**src/rtl/gaussian_5x5.sv**
```systemverilog
// 5x5 binomial Gaussian smoothing of one window: 25-entry register file feeding a
// shift-add weighted adder tree, normalized by 256. Define GAUSSIAN_ROUND_EN for round-half-up.
module gaussian_5x5 (
    input  logic        clk,
    input  logic        rst,
    input  logic [15:0] pixel_in,
    input  logic [4:0]  pixel_id,
    output logic [15:0] pixel_out
);

    localparam int NUM_TAPS = 25;
    localparam int LEAVES   = 32;

`ifdef GAUSSIAN_ROUND_EN
    localparam logic [23:0] ROUND_BIAS = 24'd128;
`else
    localparam logic [23:0] ROUND_BIAS = 24'd0;
`endif

    // One row/column factor of the binomial kernel {1,4,6,4,1}.
    function automatic int binom(input int i);
        case (i)
            0, 4:    binom = 1;
            1, 3:    binom = 4;
            default: binom = 6;
        endcase
    endfunction

    // Constant multiply by a kernel weight as a shift-add; k is always an elaboration constant.
    function automatic logic [23:0] weigh(input logic [15:0] v, input int k);
        logic [23:0] x;
        x = {8'd0, v};
        case (k)
            1:       weigh = x;
            4:       weigh = x << 2;
            6:       weigh = (x << 2) + (x << 1);
            16:      weigh = x << 4;
            24:      weigh = (x << 4) + (x << 3);
            36:      weigh = (x << 5) + (x << 2);
            default: weigh = '0;
        endcase
    endfunction

    // Worst-case total is 65535*256 = 16,776,960, so 24 bits holds every partial sum.
    logic [23:0] lvl0 [LEAVES];
    logic [23:0] lvl1 [16];
    logic [23:0] lvl2 [8];
    logic [23:0] lvl3 [4];
    logic [23:0] lvl4 [2];
    logic [23:0] sum_next;
    logic [23:0] sum_round;
    logic [15:0] pixel_next;

    genvar gi;

    generate
        for (gi = 0; gi < NUM_TAPS; gi++) begin : g_tap
            localparam int K = binom(gi / 5) * binom(gi % 5);
            logic [15:0] w_reg;

            // Ids 25..31 match no tap, so they are dropped without extra decode.
            always_ff @(posedge clk or posedge rst) begin
                if (rst) begin
                    w_reg <= '0;
                end else if (pixel_id == 5'(gi)) begin
                    w_reg <= pixel_in;
                end
            end

            assign lvl0[gi] = weigh(w_reg, K);
        end

        for (gi = NUM_TAPS; gi < LEAVES; gi++) begin : g_pad
            assign lvl0[gi] = '0;
        end

        for (gi = 0; gi < 16; gi++) begin : g_lvl1
            assign lvl1[gi] = lvl0[2*gi] + lvl0[2*gi+1];
        end

        for (gi = 0; gi < 8; gi++) begin : g_lvl2
            assign lvl2[gi] = lvl1[2*gi] + lvl1[2*gi+1];
        end

        for (gi = 0; gi < 4; gi++) begin : g_lvl3
            assign lvl3[gi] = lvl2[2*gi] + lvl2[2*gi+1];
        end

        for (gi = 0; gi < 2; gi++) begin : g_lvl4
            assign lvl4[gi] = lvl3[2*gi] + lvl3[2*gi+1];
        end
    endgenerate

    assign sum_next = lvl4[0] + lvl4[1];

    // Max sum plus bias is 16,777,088, still below 2^24, so no carry is lost here.
    assign sum_round  = sum_next + ROUND_BIAS;
    assign pixel_next = 16'(sum_round >> 8);

    always_ff @(posedge clk or posedge rst) begin
        if (rst) begin
            pixel_out <= '0;
        end else begin
            pixel_out <= pixel_next;
        end
    end

endmodule

```
**config.mk**
```make
export PLATFORM = sky130hd
export DESIGN_NAME = gaussian_5x5
export DESIGN_NICKNAME = d
export VERILOG_FILES = /design/src/rtl/gaussian_5x5.sv
export SDC_FILE = /design/constraint.sdc
export NUM_CORES = 1
export LEC_CHECK = 0
export BUFFER_PORTS_ARGS = -buffer_cell sky130_fd_sc_hd__buf_2
export CAP_MARGIN = 5
export CELL_PAD_IN_SITES_DETAIL_PLACEMENT = 0
export CELL_PAD_IN_SITES_GLOBAL_PLACEMENT = 2
export CORE_ASPECT_RATIO = 0.5
export CORE_MARGIN = 1.5
export CORE_UTILIZATION = 45
export CTS_BUF_LIST = sky130_fd_sc_hd__clkbuf_8
export CTS_CLUSTER_DIAMETER = 60
export DETAILED_ROUTE_END_ITERATION = 16
export PLACE_DENSITY_LB_ADDON = 0.1
export SLEW_MARGIN = 20
export SYNTH_ARGS = -nofsm -noshare
export SYNTH_HDL_FRONTEND = slang
export SYNTH_SLANG_ARGS = --single-unit
export TNS_END_PERCENT = 1
```
**constraint.sdc**
```tcl
create_clock -name clk -period 39.6 [get_ports clk]
set_clock_uncertainty 0.1 [all_clocks]
set_input_delay 7.92 -clock clk [delete_from_list [all_inputs] [get_ports clk]]
set_output_delay 7.92 -clock clk [all_outputs]
set_load 0.02 [all_outputs]
```
==> run metrics <==
post-synthesis instance total 2863; Synth async-reset ratio 100%; Final Hold Fails 0; max reg flops 400; total CTS buffers 70; GRT Total Usage 24.4%; CP endpoint kind asynchronous set/reset pin; Unique masters post-synth 71; clk slew on worst S/H paths 60 ps; TritonCTS clock tree built; Avg Synthesized Cell Area 11.3 um2; WL final 85300 um; Min-Delay Path Class reg2reg; via-per-instance ratio 5.24; RSZ-0062 raised after global routing false; Fmax achieved 104 MHz; first-pass GRT wire length 133000 um; Main synth FF type dfrtp_1; Die ar. 73300 um2; setup TNS 0 ps; CTS root buffer clkbuf_8; crit path launch type input pin; Cell Rows 69; Worst Path Max Fanout 112; CTS Buffer Depth 3; share of cells above drive strength 1 18.0%; crit path cell chain buf_2, inv_8, buf_4, buf_4; Antenna Nets Post-Route 0; Final nets 3522; WL per Instance 21.7 um; class of the most critical setup path in2async; IO Count 39; Slew Limit Fails 0; Worst Path Buf+Inv 4; Routability Congestion 0.830; Max Cap Viol 0; actual slew at the worst max-slew pin 1130 ps; status completed; EDFF count, synth 0; crit path time final 9590 ps; synthesized cell area 32200 um2; synthesis warning total 0; antenna violations before repair 5; Reg area 10400 um2; vias in the first global route 20900; post-synth net total 3465; Clock Sinks 416; DRT Pass-1 Iters 5; gr ovfl total 0; post-synthesis sequential area ratio 32.3%; post_cts resized 0; initial core utilization 45.4%; vias 20600; largest net degree at the start of global routing 113; Worst-Skew Late Latency 750 ps; Horiz. Die Dim 381 um; core area 71000 um2; hold_buf cts 0; I/O Buffers 38; WP data arrival 10250 ps; Synth Register Bits 416; CP max-delay cell buf_4; DR DRC count 0; H-tree depth 3; multi-input logic area 19900 um2; reg2reg setup slack 30050 ps; most used cell, CP buf_4; fill count 6522; cell family with most CP delay buffers and inverters; CP required 40260 ps; Max-slew headroom 24.5%; final count of negative-setup-slack endpoints 0; height of the die 192 um; DRT iter0 DRCs 1285; Tcrit/Tclk final 24.2%; DP HPWL 65100 um; synthesis-to-layout area growth 8.61%; Post-CTS Setup Inserts 0; Slowest Stage Delay on Critical Path 740 ps
[worst paths after layout]
path,from,end,cells past startpoint
max,rst,g_tap[11].w_reg[2],4
min,g_tap[16].w_reg[2],g_tap[16].w_reg[2],1
max reg2reg,g_tap[10].w_reg[2],pixel_out[15],31
min reg2reg,g_tap[16].w_reg[2],g_tap[16].w_reg[2],1
max in group clk,g_tap[10].w_reg[2],pixel_out[15],31
min in group asynchronous,rst,pixel_out[9],2
[layout make-up]
cell class	count	area share, %
multi-input cells	1931	57.0
flip-flops and latches	416	29.7
inverters	444	4.78
clock buffers	89	3.50
well taps	958	3.42
repair buffers	57	0.951
clock inverters	31	0.590
diodes	6	0.0429
[synth_stat cells, drive strengths merged (4+ instances only)]
cell type  instances  area share [%]
inv              444             5.2
dfrtp            416              32
mux2             346              12
fa               344              21
ha               235             9.1
o21ai            135             2.1
nand2            113             1.3
a21oi            108             1.7
nor2             106             1.2
xnor2             97             2.6
clkbuf            71            0.83
xor2              65             1.8
a21o              44             1.0
nor3              36            0.56
nand2b            29            0.56
nor2b             29            0.59
o21a              27            0.63
nand3             22            0.34
a211oi            18            0.42
o21bai            18            0.42
and3              16            0.31
a31oi             13            0.25
nand4              9            0.17
a21boi             8            0.19
or3                8            0.16
and2               7            0.14
nand3b             7            0.16
o211ai             7            0.16
nor3b              6            0.14
o2111ai            5            0.14
or2                5           0.097
a2111oi            4            0.11
a41oi              4            0.11
o31ai              4           0.093
o41ai              4            0.11
or4b               4            0.14
[cells by family (layout without fill, tap and decap cells)]
family / after synthesis / count (layout) / share of synthesized area (%)
AND/OR/NAND/NOR: 406 / 406 / 6.14
other: 0 / 6 / 0
XOR/XNOR: 162 / 162 / 4.40
AO/OA/AOI/OAI: 435 / 435 / 8.48
buffers and inverters: 516 / 621 / 6.01
flip-flops: 416 / 416 / 32.3
adder cells (fa/ha/maj): 579 / 579 / 30.5
multiplexers: 349 / 349 / 12.2
[per-layer routing]
metal / global-route usage [%] / routed length, um / vias up / share of wire, %
li1: - / - / 9648 / -
met1: 39.9 / 46600 / 10500 / 55
met2: 32.5 / 33300 / 398 / 39
met3: 5.25 / 4260 / 94 / 5.0
met4: 4.27 / 1200 / 2 / 1.4
met5: 0 / 8 / - / 0.0094
[cells in the final DEF (no fill, tap or decap), drive strengths merged, types with 36 or more instances in the layout]
cell type / instances
inv: 469
dfrtp: 416
mux2: 346
fa: 344
ha: 235
o21ai: 135
nand2: 113
a21oi: 108
nor2: 106
xnor2: 97
clkbuf: 89
xor2: 65
buf: 57
a21o: 44
nor3: 36
[through the flow]
| step | std cells | setup WS [ps] | area, um2 | utilization (%) | hold WS [ps] |
|---|---|---|---|---|---|
| floorplan | 2863 | 20000 | 32200 | - | 371 |
| global placement | 3806 | 29160 | 33500 | 47.3 | 388 |
| detailed placement | 3806 | 29130 | 33500 | 47.3 | 393 |
| CTS | 3926 | 29720 | 35000 | 49.3 | 406 |
| global route | 3931 | 29420 | 35000 | 49.3 | 419 |
| finish | 3932 | 30010 | 35000 | 49.3 | 405 |
Power is left out: the tool's default activity adds up to more than one toggle a clock period on the data nets, which glitch-free logic cannot reach.
